--- config.mk ---
export PLATFORM = sky130hd
export DESIGN_NAME = servant_spi_wb_bridge
export DESIGN_NICKNAME = d
export VERILOG_FILES = /design/src/rtl/servant_spi_wb_bridge.sv
export SDC_FILE = /design/constraint.sdc
export NUM_CORES = 1
export LEC_CHECK = 0
export BUFFER_PORTS_ARGS = -buffer_cell sky130_fd_sc_hd__buf_2
export CAP_MARGIN = 15
export CORE_UTILIZATION = 31
export CTS_BUF_LIST = sky130_fd_sc_hd__clkbuf_2
export CTS_CLUSTER_SIZE = 8
export DETAILED_ROUTE_END_ITERATION = 10
export GPL_ROUTABILITY_DRIVEN = 0
export GPL_TIMING_DRIVEN = 0
export HOLD_SLACK_MARGIN = 0.12
export PLACE_DENSITY_LB_ADDON = 0.08
export SYNTH_ARGS = -nofsm -noshare
export SYNTH_HDL_FRONTEND = slang
export SYNTH_SLANG_ARGS = --single-unit
--- constraint.sdc ---
create_clock -name wb_clk -period 2.4 [get_ports wb_clk]
set_clock_uncertainty 0.1 [all_clocks]
set_input_delay 0.36 -clock wb_clk [delete_from_list [all_inputs] [get_ports wb_clk]]
set_output_delay 0.36 -clock wb_clk [all_outputs]
set_load 0.1 [all_outputs]
--- src/rtl/servant_spi_wb_bridge.sv ---
// rtl/servant_spi_wb_bridge.sv - SPI slave (mode 0) to Wishbone master bridge for single-word access
// All SPI pins are oversampled in the wb_clk domain; no logic runs on spi_sck.
module servant_spi_wb_bridge #(
    parameter int ADDRESS_WIDTH = 24,
    parameter int SYNC_STAGES   = 2
) (
    input  logic        wb_clk,
    input  logic        wb_rst,
    input  logic        spi_sck,
    input  logic        spi_cs,
    input  logic        spi_mosi,
    output logic        spi_miso,
    output logic [31:0] o_wb_adr,
    output logic [31:0] o_wb_dat,
    output logic [3:0]  o_wb_sel,
    output logic        o_wb_we,
    output logic        o_wb_cyc,
    input  logic [31:0] i_wb_rdt,
    input  logic        i_wb_ack,
    output logic        o_err
);

    localparam int         ADDR_BYTES = ADDRESS_WIDTH / 8;
    localparam logic [1:0] ADDR_LAST  = 2'(ADDR_BYTES - 1);
    localparam logic [7:0] CMD_WRITE  = 8'h02;
    localparam logic [7:0] CMD_READ   = 8'h03;

    typedef enum logic [3:0] {
        ST_IDLE,
        ST_CMD,
        ST_ADDR,
        ST_WDATA,
        ST_WB_WR,
        ST_RWAIT,
        ST_RDATA,
        ST_IGNORE,
        ST_DRAIN
    } state_t;

    state_t                     state_q, state_d;
    logic [SYNC_STAGES-1:0]     sck_sync_q, sck_sync_d;
    logic [SYNC_STAGES-1:0]     cs_sync_q, cs_sync_d;
    logic [SYNC_STAGES-1:0]     mosi_sync_q, mosi_sync_d;
    logic                       sck_prev_q, sck_prev_d;
    logic                       cs_prev_q, cs_prev_d;
    logic [2:0]                 bit_cnt_q, bit_cnt_d;
    logic [1:0]                 byte_idx_q, byte_idx_d;
    logic [6:0]                 rx_q, rx_d;
    logic                       is_read_q, is_read_d;
    logic [ADDRESS_WIDTH-1:0]   addr_q, addr_d;
    logic [31:0]                tx_q, tx_d;
    logic                       rd_valid_q, rd_valid_d;
    logic                       first_fall_q, first_fall_d;
    logic                       blank_q, blank_d;
    logic                       miso_q, miso_d;
    logic                       err_q, err_d;
    logic                       wb_cyc_q, wb_cyc_d;
    logic                       wb_we_q, wb_we_d;
    logic [3:0]                 wb_sel_q, wb_sel_d;
    logic [31:0]                wb_adr_q, wb_adr_d;
    logic [31:0]                wb_dat_q, wb_dat_d;

    logic       sck_s, cs_s, mosi_s;
    logic       sck_rise, sck_fall, cs_fall, cs_rise;
    logic       byte_done;
    logic [7:0] byte_val;

    always_comb begin
        sck_s     = sck_sync_q[SYNC_STAGES-1];
        cs_s      = cs_sync_q[SYNC_STAGES-1];
        mosi_s    = mosi_sync_q[SYNC_STAGES-1];
        sck_rise  = sck_s & ~sck_prev_q;
        sck_fall  = ~sck_s & sck_prev_q;
        cs_fall   = ~cs_s & cs_prev_q;
        cs_rise   = cs_s & ~cs_prev_q;
        byte_val  = {rx_q, mosi_s};
        byte_done = sck_rise && !cs_s && (bit_cnt_q == 3'd7);

        sck_sync_d   = {sck_sync_q[SYNC_STAGES-2:0], spi_sck};
        cs_sync_d    = {cs_sync_q[SYNC_STAGES-2:0], spi_cs};
        mosi_sync_d  = {mosi_sync_q[SYNC_STAGES-2:0], spi_mosi};
        sck_prev_d   = sck_s;
        cs_prev_d    = cs_s;
        state_d      = state_q;
        bit_cnt_d    = bit_cnt_q;
        byte_idx_d   = byte_idx_q;
        rx_d         = rx_q;
        is_read_d    = is_read_q;
        addr_d       = addr_q;
        tx_d         = tx_q;
        rd_valid_d   = rd_valid_q;
        first_fall_d = first_fall_q;
        blank_d      = blank_q;
        miso_d       = (state_q == ST_RDATA) ? miso_q : 1'b0;
        err_d        = err_q;
        wb_cyc_d     = wb_cyc_q;
        wb_we_d      = wb_we_q;
        wb_sel_d     = wb_sel_q;
        wb_adr_d     = wb_adr_q;
        wb_dat_d     = wb_dat_q;

        // Read data is kept only while the frame that asked for it is still open.
        if (wb_cyc_q && i_wb_ack) begin
            wb_cyc_d = 1'b0;
            wb_we_d  = 1'b0;
            wb_sel_d = 4'h0;
            if (!wb_we_q && !cs_rise && (state_q == ST_RWAIT || state_q == ST_RDATA)) begin
                tx_d       = {i_wb_rdt[7:0], i_wb_rdt[15:8], i_wb_rdt[23:16], i_wb_rdt[31:24]};
                rd_valid_d = 1'b1;
            end
        end

        case (state_q)
            ST_IDLE: begin
                if (cs_fall) begin
                    state_d    = ST_CMD;
                    bit_cnt_d  = 3'd0;
                    byte_idx_d = 2'd0;
                    err_d      = 1'b0;
                    rd_valid_d = 1'b0;
                    blank_d    = 1'b0;
                end
            end
            ST_DRAIN: begin
                if (!wb_cyc_q || i_wb_ack) begin
                    state_d = ST_IDLE;
                end
            end
            default: begin
                if (sck_rise && !cs_s) begin
                    rx_d      = byte_val[6:0];
                    bit_cnt_d = bit_cnt_q + 3'd1;
                end
                if (byte_done) begin
                    case (state_q)
                        ST_CMD: begin
                            byte_idx_d = 2'd0;
                            is_read_d  = (byte_val == CMD_READ);
                            state_d    = (byte_val == CMD_WRITE || byte_val == CMD_READ)
                                         ? ST_ADDR : ST_IGNORE;
                        end
                        ST_ADDR: begin
                            addr_d     = {addr_q[ADDRESS_WIDTH-9:0], byte_val};
                            byte_idx_d = byte_idx_q + 2'd1;
                            if (byte_idx_q == ADDR_LAST) begin
                                byte_idx_d = 2'd0;
                                wb_adr_d   = '0;
                                wb_adr_d[ADDRESS_WIDTH-1:2] = addr_d[ADDRESS_WIDTH-1:2];
                                if (is_read_q) begin
                                    state_d  = ST_RWAIT;
                                    wb_cyc_d = 1'b1;
                                    wb_we_d  = 1'b0;
                                    wb_sel_d = 4'hF;
                                end else begin
                                    state_d = ST_WDATA;
                                end
                            end
                        end
                        ST_WDATA: begin
                            wb_dat_d[{byte_idx_q, 3'b000} +: 8] = byte_val;
                            byte_idx_d = byte_idx_q + 2'd1;
                            if (byte_idx_q == 2'd3) begin
                                state_d  = ST_WB_WR;
                                wb_cyc_d = 1'b1;
                                wb_we_d  = 1'b1;
                                wb_sel_d = 4'hF;
                            end
                        end
                        ST_RWAIT: begin
                            state_d      = ST_RDATA;
                            first_fall_d = 1'b1;
                        end
                        default: ;
                    endcase
                end
                // Data must be in hand by the fall that presents bit 7 of the first data byte.
                if (sck_fall && !cs_s && state_q == ST_RDATA) begin
                    first_fall_d = 1'b0;
                    if (first_fall_q && !rd_valid_q) begin
                        err_d   = 1'b1;
                        blank_d = 1'b1;
                    end else if (!blank_q) begin
                        miso_d = tx_q[31];
                        tx_d   = {tx_q[30:0], 1'b0};
                    end
                end
                if (cs_rise) begin
                    state_d = wb_cyc_d ? ST_DRAIN : ST_IDLE;
                end
            end
        endcase

        if (cs_s) begin
            miso_d = 1'b0;
        end
    end

    always_ff @(posedge wb_clk) begin
        if (wb_rst) begin
            state_q      <= ST_IDLE;
            sck_sync_q   <= '0;
            cs_sync_q    <= '1;
            mosi_sync_q  <= '0;
            sck_prev_q   <= 1'b0;
            cs_prev_q    <= 1'b1;
            bit_cnt_q    <= 3'd0;
            byte_idx_q   <= 2'd0;
            rx_q         <= 7'd0;
            is_read_q    <= 1'b0;
            addr_q       <= '0;
            tx_q         <= 32'd0;
            rd_valid_q   <= 1'b0;
            first_fall_q <= 1'b0;
            blank_q      <= 1'b0;
            miso_q       <= 1'b0;
            err_q        <= 1'b0;
            wb_cyc_q     <= 1'b0;
            wb_we_q      <= 1'b0;
            wb_sel_q     <= 4'h0;
            wb_adr_q     <= 32'd0;
            wb_dat_q     <= 32'd0;
        end else begin
            state_q      <= state_d;
            sck_sync_q   <= sck_sync_d;
            cs_sync_q    <= cs_sync_d;
            mosi_sync_q  <= mosi_sync_d;
            sck_prev_q   <= sck_prev_d;
            cs_prev_q    <= cs_prev_d;
            bit_cnt_q    <= bit_cnt_d;
            byte_idx_q   <= byte_idx_d;
            rx_q         <= rx_d;
            is_read_q    <= is_read_d;
            addr_q       <= addr_d;
            tx_q         <= tx_d;
            rd_valid_q   <= rd_valid_d;
            first_fall_q <= first_fall_d;
            blank_q      <= blank_d;
            miso_q       <= miso_d;
            err_q        <= err_d;
            wb_cyc_q     <= wb_cyc_d;
            wb_we_q      <= wb_we_d;
            wb_sel_q     <= wb_sel_d;
            wb_adr_q     <= wb_adr_d;
            wb_dat_q     <= wb_dat_d;
        end
    end

    assign spi_miso = miso_q;
    assign o_wb_cyc = wb_cyc_q;
    assign o_wb_we  = wb_we_q;
    assign o_wb_sel = wb_sel_q;
    assign o_wb_adr = wb_adr_q;
    assign o_wb_dat = wb_dat_q;
    assign o_err    = err_q;

endmodule

==> results.txt, run 1 <==
By area the synthesized netlist is led by dfxtp_1, mux2i_1, nor2_1. Dividing total power by cell area gives a power density of 647 mW/mm^2. The headroom to the max-slew limit is 57.8%. The net count reported at finish was 835; the die extent in x was 138 um. In this run the clock root is driven by a clkbuf_2. For the pin with the worst max-slew slack, the measured transition is 0.634 ns. After clock tree synthesis, the clock-pin slew on the worst setup and hold paths is 0.19 ns. The tools report the clock latency on the worst-skew pair as 0.71 ns.

In this run the critical register-to-register path is launched from byte_idx_q[0]. After synthesis, the netlist uses 52 different library cells. Dividing the detail-routed wire length by the instance count gives 14.5 um. For the worst setup path, the data required time is 2.93 ns. Of all nets on the critical path, the largest fanout is 7. The die is 138 um tall.

Entering global routing, the biggest net connects 17 pins. The tools report the number of clock sinks as 137. In this run the worst hold path is classified as in -> reg.

The mapped netlist covers 0.00575 mm^2. The logs give 0 for the setup-violating endpoint count in the final report and 0 for the diode insertion count for antenna repair. Max-slew violation count: 0. Beginning of the worst hold path: wb_rst.

For the number of antenna violations at the first check in global routing, the log shows 0. The final layout contains routed wiring with a total length of 15.0 mm. The final antenna-violating net count is 0, and the mean number of vias per cell is 4.78. Averaged over all synthesized cells, the footprint is 9.20 um^2. Per report_power, the clock group accounts for 31.2% of the total. The worst setup path is captured at a flip-flop. Global routing finished with a remaining overflow of 0. The critical path starts at byte_idx_q[0]. In the finished design, the share of the clock period the worst path needs comes to 95.9%. The final number of hold-violating endpoints is 0, and the initial core utilization is 31.8%.

The checks that failed: DRC. In the routed design, unresolved DRC markers number 12. Detailed placement ended at an HPWL of 10.4 mm. Per report_power, the combinational group accounts for 18.5% of the total. Row generation in the floorplan step produced 49 rows. The sum of negative setup slack is 0 ns, and the core region area is 0.0181 mm^2. Overall power consumption after layout is estimated at 4.67 mW. The first global-routing pass estimated 24.6 mm of wire.

At the end of the flow the core is filled with cells to 39.9%. For the total leakage power, the log shows 3.13 nW. Net switching is 31.0% of the power. For the finished layout, the period the worst path requires is 2.30 ns.

For this run, the total global-route usage over all layers was measured as 16.2%. The clock tree synthesis step divided the H-tree into 4 levels. After filler insertion, the fill cell instance count of the layout stands at 1827. Summing over every cut layer, the via total after detailed routing is 4931. TritonCTS built the clock tree. STA classifies the critical path startpoint as a flip-flop. The number of max-capacitance violations reported is 0, and the reported net switching power is 1.45 mW. The proportion of synthesized flip-flops having asynchronous set or reset was 0%.

The arrival time of data at the critical path endpoint was 2.83 ns; the area growth from synthesis to layout was 25.5%. The count of buffers added on input and output ports is 98. The post-route netlist has 22.3% of its cells at a drive strength greater than 1. The number of buffers between clock root and the deepest sink is 2. After synthesis, flip-flops and latches occupy 47.7% of the total area. The first detailed-routing pass took 7 iterations. The tools report the total I/O pin count as 110.

IR analysis of the VDD net gives a maximum drop of 0.000293 V. The worst setup path is of the reg -> reg kind. The iteration-0 DRC count of the detailed router was 271. The run gives 434 MHz as the maximum clock frequency. The top cell type by area accounts for 47.7% of the synthesized area.

The number of buffers created by CTS was 17. The commonest non-fill, non-tap cell in the layout is dfxtp_1. The number of warning messages in the yosys log is 0.

Library cell with the largest summed area after synthesis: dfxtp_1. The internal portion of total power was 3.22 mW. Setup repair after global routing left no endpoint under its margin. Among all flip-flop cells after synthesis, the most frequent one is dfxtp_1. The flow ran to the end, but the final reports show violations.

Via count of the first global-routing pass: 4854. The synthesized design contains 0 enable-type register cells. The proportion of power drawn by flip-flops and latches is 50.3%. The synthesized netlist cell count is 625. Counting flops and latches in the post-synthesis netlist gives 137. Leaving out fill and tap cells, the most frequent cells in the layout are dfxtp_1, buf_2, nor2_1. The overall die area was 0.0191 mm^2.
cell families (layout without fill, tap and decap cells):
family	Yosys count	count (layout)	synth area share (%)
and+or+nand+nor	224	224	18.8
adders and majority gates	8	8	1.74
DFF	137	137	47.7
muxes	75	75	13.1
other	1	10	0.0652
buffers and inverters	66	234	6.16
xor gates and xnor gates	2	2	0.305
AOI/OAI and AO/OA	112	112	12.2
power groups by stage:
stage               Combinational [mW]  Clock (mW)  Sequential (mW)
finish                           0.863        1.46             2.35
global route                     0.937        1.61             2.36
CTS                              0.845        1.52             2.35
detailed placement               0.797           0             2.39
global placement                 0.794           0             2.39
floorplan                        0.612           0             2.38
repair_timing:
action,CTS,global route
resized for setup,0,7
hold buffers,36,0
setup buffers,0,2
endpoints found under the hold margin,42,0
setup endpoints to repair,0,41
state kept, by name (all words and copies together) (netlist names), 2 cells and up:
signal / cells
o_wb_dat: 32
tx_q: 32
o_wb_adr: 22
addr_q: 16
rx_q: 7
o_wb_sel: 4
state_q: 4
bit_cnt_q: 3
byte_idx_q: 2
cs_sync_q: 2
mosi_sync_q: 2
sck_sync_q: 2
per-stage QoR:
step	hold slack, ns	cells	setup WS (ns)	area [um^2]
CTS	0.175	1029	0.0490	7170
global placement	0.298	961	0.0828	6560
detailed placement	0.295	961	0.0636	6560
global route	0.201	1031	0.00974	7220
floorplan	0.289	634	0.340	5790
finish	0.245	1031	0.0982	7220
path summary, 6_finish.rpt:
check                 endpoint  slack [ns]  depth (start not counted)
setup / recovery    state_q[1]         0.1                          6
hold reg to reg   cs_sync_q[1]        0.33                          1
setup reg to reg    state_q[1]         0.1                          6
hold / removal       cs_prev_q        0.25                          2
per-layer routing:
layer  share of wire, %  vias to the layer above  global-route usage (%)
met4                1.8                        0                    5.68
met1                 49                     2304                    21.4
met2                 44                      113                    25.5
met5                  0                        -                       0
met3                4.8                       22                    4.19
li1                   -                     2492                       -
worst max-delay path: stages (launching register included):
cell	delay (ns)
dfxtp_1	0.44
inv_1	0.24
ha_1	0.34
nor2b_1	0.09
o311a_1	0.40
or4_1	0.49
a21oi_1	0.15
synth_stat cells (all sizes together), types with 2 or more instances:
| master | number |
|---|---|
| ha | 8 |
| nand4 | 3 |
| nand2b | 5 |
| a41oi | 2 |
| nor3 | 11 |
| clkbuf | 27 |
| o31ai | 2 |
| or2 | 3 |
| nor2b | 7 |
| a31oi | 2 |
| a21oi | 52 |
| nand3 | 35 |
| and2 | 6 |
| nand2 | 51 |
| o21ai | 11 |
| nor3b | 4 |
| mux2i | 75 |
| inv | 9 |
| xnor2 | 2 |
| and4bb | 2 |
| nor4bb | 2 |
| a22oi | 3 |
| a311oi | 2 |
| a211oi | 32 |
| buf | 30 |
| dfxtp | 137 |
| nor2 | 84 |
cell type report:
cell class	count	area [um^2]	share of cell area, %
sequential	137	2750	38.1
inverter	9	33.8	0.468
tap	229	287	3.97
buffer	57	320	4.44
clock buffer	20	100	1.39
multi-input combinational	431	2710	37.6
clock inverter	12	150	2.08
timing repair buffer	136	866	12.0
Power figures use the tool's default switching activity.
==> inputs of run 2 (changes only) <==
--- a/config.mk
+++ b/config.mk
@@ -5,6 +5,7 @@
 export SDC_FILE = /design/constraint.sdc
 export NUM_CORES = 1
 export LEC_CHECK = 0
+export ABC_AREA = 1
 export BUFFER_PORTS_ARGS = -buffer_cell sky130_fd_sc_hd__buf_2
 export CAP_MARGIN = 15
 export CORE_UTILIZATION = 31
==> constraint.sdc (replaced) <==
create_clock -name wb_clk -period 2.2 [get_ports wb_clk]
set_clock_uncertainty 0.1 [all_clocks]
set_input_delay 0.33 -clock wb_clk [delete_from_list [all_inputs] [get_ports wb_clk]]
set_output_delay 0.33 -clock wb_clk [all_outputs]
set_load 0.1 [all_outputs]
==> run 2 against run 1 <==
The flow now finishes without violations; combinational power grew 26%; sequential power grew 9.4%; synthesized area grew 3.7%; critical endpoint is now o_wb_dat[20]; total power grew 5.7%; fmax grew 8.7%; first-iteration DRC count shrank 20%; clock-buffer cell count shrank 1; critical path type unchanged; sequential share of layout area shrank 1.3 points; largest cell class unchanged; cell count grew 17%.
==> results.txt, run 2 <==
The flow ran to the end, and the final reports show no timing, DRC or antenna violations. The via count of the first global-routing pass is 5128 (was 4854). TritonCTS built the clock tree. The final standard cell utilization of the core was 39.8% (was 39.9%); the worst-case setup margin in the final layout was 0.0831 ns (was 0.0982 ns). The final antenna-violating net count is 0 (unchanged). Shortest clock period the worst path allows after layout: 2.12 ns (was 2.30 ns). Setup repair after global routing could not meet its margin everywhere.

The most frequently used cell type in the post-synthesis netlist was nand2_1 (was dfxtp_1). The switching power share of the total was 34.0% (was 31.0%); the iteration-0 DRC count of the detailed router was 216 (was 271). The average wire length per cell after detail routing was 13.0 um (was 14.5 um); the internal portion of total power was 3.26 mW (was 3.22 mW). The number of warning messages in the yosys log was 0 (unchanged); the total placed cells including tap cells was 1142 (was 961).

The number of buffers created by CTS is 17 (unchanged), and the final non-filler cell total is 1211 (was 1031). The setup-violating endpoint count in the final report is 0 (unchanged), and the clock latency on the worst-skew pair is 0.70 ns (was 0.71 ns). The number of antenna violations at the first check in global routing is 1 (was 0). The worst setup path category is reg -> reg (unchanged). The max-slew violation count came out at 0 (unchanged).

The total power draw is 4.94 mW (was 4.67 mW). The logs give 25.2% (was 25.5%) for the met2 demand-to-capacity share in global routing and 0.0188 mm^2 (was 0.0181 mm^2) for the core region area. The setup slack after placement is -0.285 ns (was 0.0636 ns).

The number of flip-flops and latches in the synthesized netlist came out at 137 (unchanged). The average size of a mapped cell was 7.46 um^2 (was 9.20 um^2); the worst endpoint required time was 2.72 ns (was 2.93 ns). The met3 layer usage reported by global route came out at 4.18% (was 4.19%).

The share of the cycle needed by the critical path after routing came out at 96.2% (was 95.9%). The maximum fanout along the worst path is 12 (was 7), and the overall global routing resource usage is 16.6% (was 16.2%). Highest-count cells in the layout ignoring fill and taps: nand2_1, dfxtp_1, buf_2 (was dfxtp_1, buf_2, nor2_1).

For the number of max-capacitance violations reported, the log shows 0 (unchanged). Total congestion overflow after global routing: 0 (unchanged). The fraction of final layout cells with drive strength greater than 1 was 21.6% (was 22.3%). Most frequently used flop master after synthesis: dfxtp_1 (unchanged).

The tools report the highest ir drop seen on vdd as 0.000298 V (was 0.000293 V). The CTS root buffer was clkbuf_2 (unchanged). The synthesized netlist cell count was 800 (was 625); the overall die area was 0.0198 mm^2 (was 0.0191 mm^2).

The cell area after placement is 0.00679 mm^2 (was 0.00656 mm^2). For the cell area after layout, the log shows 0.00748 mm^2 (was 0.00722 mm^2). The die extent in x came out at 141 um (was 138 um). The arrival time of data at the critical path endpoint is 2.64 ns (was 2.83 ns). Biggest area contributors in the synthesized netlist: dfxtp_1, nand2_1, nor2_1 (was dfxtp_1, mux2i_1, nor2_1). The worst-margin pin slew was 0.701 ns (was 0.634 ns); the power density normalized to cell area was 660 mW/mm^2 (was 647 mW/mm^2). Total leakage power: 3.53 nW (was 3.13 nW).

The area of the mapped netlist was 0.00597 mm^2 (was 0.00575 mm^2); the half-perimeter wire length after detailed placement was 11.1 mm (was 10.4 mm). Library cell with the largest summed area after synthesis: dfxtp_1 (unchanged). Number of buffers between clock root and the deepest sink: 2 (unchanged). The tools report the number of remaining DRC errors as 0 (was 12). The largest net degree at the start of global routing was 17 (unchanged). Endpoint kind of the worst setup timing path: a flip-flop (unchanged).

The tools report the final number of hold-violating endpoints as 0 (unchanged). The combinational fraction of design power came out at 22.1% (was 18.5%). The number of enable-type register cells in the synthesized netlist was 0 (unchanged); the fraction of synthesized cell area taken by the top area cell type was 46.0% (was 47.7%). The proportion of power drawn by flip-flops and latches was 52.0% (was 50.3%); the length of the first detailed-routing pass in iterations was 4 (was 7). The sum of negative setup slack is 0 ns (unchanged), and the number of clock sinks is 137 (unchanged). The total via count after detailed routing is 5498 (was 4931). The headroom to the max-slew limit was 53.2% (was 57.8%). The clock slew at the register clock pins of the worst setup and hold paths was 0.20 ns (was 0.19 ns). The overall die height is 141 um (was 138 um). The count of input and output buffers was 99 (was 98). The run gives 36 (was 52) as the number of different library cells in the post-synthesis netlist. The net count reported at finish was 1011 (was 835).

Commonest non-fill, non-tap cell in the layout: nand2_1 (was dfxtp_1). The logs give 25.9 mm (was 24.6 mm) for the global-route wire length before repair and 472 MHz (was 434 MHz) for the maximum clock frequency. The run gives 50 (was 49) as the row count. Leading post-synthesis cells by instance count: nand2_1, dfxtp_1, nor2_1 (was dfxtp_1, nor2_1, mux2i_1). The run gives 0.220 ns (was 0.245 ns) as the smallest hold slack. The proportion of synthesized flip-flops having asynchronous set or reset works out to 0% (unchanged). The kind of start point of the critical path was a flip-flop (unchanged). The area growth from synthesis to layout works out to 25.4% (was 25.5%).

The H-tree depth reported by CTS was 4 (unchanged). The most heavily used metal layer in global routing was met2 (unchanged). The mean number of vias per cell is 4.54 (was 4.78). The class of the most critical hold timing path is in -> reg (unchanged). The total I/O pin count was 110 (unchanged); the global-route track usage on met1 was 23.2% (was 21.4%).

For the sequential share of the synthesized area, the log shows 46.0% (was 47.7%). The routed wire length came out at 15.7 mm (was 15.0 mm). The initial core utilization came out at 31.8% (about the same). The relative contribution of the clock network to total power was 25.9% (was 31.2%); the reported net switching power was 1.68 mW (was 1.45 mW).
## run 2: timing repair
item / in CTS / in global routing
buffers inserted: 0 / 0
resized for setup: 12 / 20
hold buffers: 39 / 0
setup endpoints to repair: 41 / 32
hold endpoints to repair: 49 / 0
## run 2: critical path, stage by stage (launching register included)
cell	delay (ns)
dfxtp_4	0.41
buf_8	0.15
clkinv_4	0.10
clkbuf_8	0.19
ha_1	0.30
buf_6	0.14
clkinv_4	0.09
buf_6	0.16
nor4_1	0.17
nand2_1	0.10
a21oi_1	0.12
## run 2: layout make-up
cell class	count	area, um^2
Buffer	53	370
Clock inverter	11	83.8
Fill cell	2047	11300
Timing Repair Buffer	138	886
Clock buffer	19	95.1
Inverter	79	314
Multi-Input combinational cell	539	2690
Sequential cell	137	2750
Tap cell	234	293
Antenna cell	1	2.50
## run 2: path summary, 6_finish.rpt
check	startpoint	endpoint	slack [ns]	depth (start not counted)
worst max register to register	byte_idx_q[0]	o_wb_dat[20]	0.08	10
worst min-delay path	spi_cs	cs_sync_q[0]	0.22	3
worst min register to register	sck_sync_q[0]	sck_sync_q[1]	0.31	2
worst max-delay path	byte_idx_q[0]	o_wb_dat[20]	0.08	10
## run 2: cells by family (layout without fill, tap and decap cells)
group	count (synthesis)	in the layout	synth area share (%)
buf+inv	133	300	10.7
other cells	1	11	0.0629
simple gates	374	374	27.6
fa+ha+maj	8	8	1.68
flops	137	137	46.0
compound gates	147	147	13.9
## run 2: power groups by stage
stage	sequential, mW	combinational, mW	clock [mW]
floorplan	2.61	0.708	0
global placement	2.62	0.913	0
detailed placement	2.62	0.906	0
CTS	2.57	1.01	1.36
global route	2.58	1.21	1.48
finish	2.57	1.09	1.28
## run 2: routing by layer
metal  vias to the layer above  part of all wire, %
li1                       2923                    -
met1                      2444                   51
met2                       122                   43
met3                         9                  4.4
met4                         0                 0.85
met5                         -                    0
==> inputs of run 3 (changes only) <==
--- a/config.mk
+++ b/config.mk
@@ -5,7 +5,6 @@
 export SDC_FILE = /design/constraint.sdc
 export NUM_CORES = 1
 export LEC_CHECK = 0
-export ABC_AREA = 1
 export BUFFER_PORTS_ARGS = -buffer_cell sky130_fd_sc_hd__buf_2
 export CAP_MARGIN = 15
 export CORE_UTILIZATION = 31
==> run 3 against run 2 <==
The flow now finishes with violations (DRC); routed wire length fell by 3.5%; critical endpoint is now o_wb_dat[1]; setup slack got worse by 0.013 ns; core utilization rose by 0.96 points; critical path type unchanged.
==> results.txt, run 3 (synthesized netlist as in run 1, its figures left out) <==
Worst-margin pin slew: 0.652 ns (was 0.701 ns). The tools report the number of antenna violations at the first check in global routing as 0 (was 1). The number of buffers between clock root and the deepest sink was 2 (unchanged); the half-perimeter wire length after detailed placement was 10.4 mm (was 11.1 mm). The number of remaining DRC errors came out at 12 (was 0). The tools report the iteration-0 DRC count of the detailed router as 231 (was 216). Row count: 49 (was 50). The global-route track usage on met1 was 21.6% (was 23.2%); the overall die height was 138 um (was 141 um). The net count reported at finish was 842 (was 1011). Class of the most critical hold timing path: in -> reg (unchanged).

The logs give 4873 (was 5128) for the via count of the first global-routing pass and 0.71 ns (was 0.70 ns) for the clock latency on the worst-skew pair. The fraction of final layout cells with drive strength greater than 1 was 26.0% (was 21.6%); the H-tree depth reported by CTS was 4 (unchanged). Diode insertion count for antenna repair: 0 (was 1). The commonest non-fill, non-tap cell in the layout was dfxtp_1 (was nand2_1). The overall global routing resource usage was 16.3% (was 16.6%); the power density normalized to cell area was 698 mW/mm^2 (was 660 mW/mm^2). The number of max-capacitance violations reported was 0 (unchanged). Worst path cell trace: or3b_4 > buf_6 > nor4bb_4 > buf_4 > and2_4 > buf_6 > nand3_1 > a21oi_1 (was buf_8 > clkinv_4 > clkbuf_8 > ha_1 > buf_6 > clkinv_4 > buf_6 > nor4_1 > nand2_1 > a21oi_1).

The run gives -0.136 ns (was -0.285 ns) as the setup slack after placement. The largest net degree at the start of global routing was 17 (unchanged). Setup repair after global routing could not meet its margin everywhere. The length of the first detailed-routing pass in iterations was 9 (was 4). The number of buffers created by CTS is 17 (unchanged). The CTS root buffer was clkbuf_2 (unchanged).

The total congestion overflow after global routing is 0 (unchanged). The logs give 110 (unchanged) for the total I/O pin count and 15.2 mm (was 15.7 mm) for the routed wire length. The checks that failed: DRC. The mean number of vias per cell is 4.85 (was 4.54), and the average wire length per cell after detail routing is 14.6 um (was 13.0 um).

The area growth from synthesis to layout was 28.3% (was 25.4%). The largest incremental delay on the critical path is 0.40 ns (was 0.41 ns). The total placed cells including tap cells is 961 (was 1142), and the met2 demand-to-capacity share in global routing is 25.6% (was 25.2%). The tools report the final non-filler cell total as 1038 (was 1211).

The final number of hold-violating endpoints came out at 0 (unchanged). Counting stages on the worst path, the most repeated cell is buf_6. The run gives 0 (unchanged) as the setup-violating endpoint count in the final report. The clock slew at the register clock pins of the worst setup and hold paths came out at 0.19 ns (was 0.20 ns).

The kind of start point of the critical path is a flip-flop (unchanged). Highest-count cells in the layout ignoring fill and taps: dfxtp_1, buf_2, nor2_1 (was nand2_1, dfxtp_1, buf_2). The logs give 31.8% (about the same) for the initial core utilization and 56.5% (was 53.2%) for the headroom to the max-slew limit. The overall die area was 0.0191 mm^2 (was 0.0198 mm^2); the arrival time of data at the critical path endpoint was 2.66 ns (was 2.64 ns). The met3 layer usage reported by global route was 4.19% (was 4.18%).

The number of clock sinks was 137 (unchanged). For the core region area, the log shows 0.0181 mm^2 (was 0.0188 mm^2). The run gives 0 (unchanged) as the final antenna-violating net count. Most heavily used metal layer in global routing: met2 (unchanged).

The die extent in x is 138 um (was 141 um). Sum of negative setup slack: 0 ns (unchanged). The worst endpoint required time is 2.73 ns (was 2.72 ns), and the maximum clock frequency is 469 MHz (was 472 MHz). Count of input and output buffers: 98 (was 99). The shortest clock period the worst path allows after layout came out at 2.13 ns (was 2.12 ns).

TritonCTS built the clock tree. The cell area after layout came out at 0.00738 mm^2 (was 0.00748 mm^2). The tools report the total via count after detailed routing as 5036 (was 5498). The logs give 0 (unchanged) for the max-slew violation count and 0.000310 V (was 0.000298 V) for the highest ir drop seen on vdd.

The worst-case setup margin in the final layout was 0.0699 ns (was 0.0831 ns). Total power draw: 5.15 mW (was 4.94 mW). For the total leakage power, the log shows 3.20 nW (was 3.53 nW).

The share of the cycle needed by the critical path after routing came out at 96.8% (was 96.2%). The flow ran to the end, but the final reports show violations. The global-route wire length before repair came out at 24.7 mm (was 25.9 mm). The master of the slowest instance on the critical path was dfxtp_4 (unchanged).

Maximum fanout along the worst path: 8 (was 12). Worst setup path category: reg -> reg (unchanged). The tools report the endpoint kind of the worst setup timing path as a flip-flop (unchanged). The cell area after placement came out at 0.00656 mm^2 (was 0.00679 mm^2).
## run 3: cell count changes in the layout (fill, tap and decap cells not counted), moves of 16 or more
cell	before	now
a211oi_1	1	31
o211ai_1	33	0
inv_1	66	8
nand2_1	176	48
mux2i_1	0	75
nand3_1	50	33
o21ai_1	16	0
nor4_1	17	0
o21ai_0	34	11
## run 3: final cells by class
cell class	instances	area (um^2)
buffer	57	348
clock buffer	20	100
clock inverter	12	150
fill	1819	10700
inverter	9	33.8
multi-input combinational	431	2790
sequential	137	2750
tap	229	287
timing repair buffer	143	916
## run 3: stage by stage
step	util, %	hold slack [ns]
finish	40.8	0.222
global route	40.8	0.172
CTS	39.8	0.145
detailed placement	36.3	0.295
global placement	36.3	0.298
floorplan	-	0.289
## run 3: final timing paths
kind           startpoint      endpoint  slack [ns]  cells after the start
max          cs_sync_q[1]   o_wb_dat[1]        0.07                      8
max reg2reg  cs_sync_q[1]   o_wb_dat[1]        0.07                      8
min                wb_rst     cs_prev_q        0.22                      2
min reg2reg  cs_sync_q[0]  cs_sync_q[1]        0.33                      1
## run 3: routing by layer
| layer | routed length [um] | vias up |
|---|---|---|
| met5 | 0 | - |
| met4 | 279 | 0 |
| met3 | 625 | 23 |
| met2 | 6800 | 125 |
| met1 | 7460 | 2379 |
| li1 | - | 2509 |
## run 3: timing repair
action | in CTS | in global routing
hold buffers | 36 | 0
gates cloned | 0 | 1
buffers inserted | 1 | 7
endpoints found under the setup margin | 51 | 100
gates resized for setup | 6 | 43
hold endpoints to repair | 42 | 0
pin swaps | 0 | 15
## run 3: critical path, delay by kind of cell, from the launching register on
family	cells	cell delay, ns
and+or+nand+nor	4	0.93
buffers and inverters	3	0.46
DFF	1	0.40
AOI/OAI and AO/OA	1	0.17
## run 3: report_power, final
group / internal (mW) / switching, mW
logic: 0.385 / 0.617
registers: 2.52 / 0.0431
clock network: 0.647 / 0.938
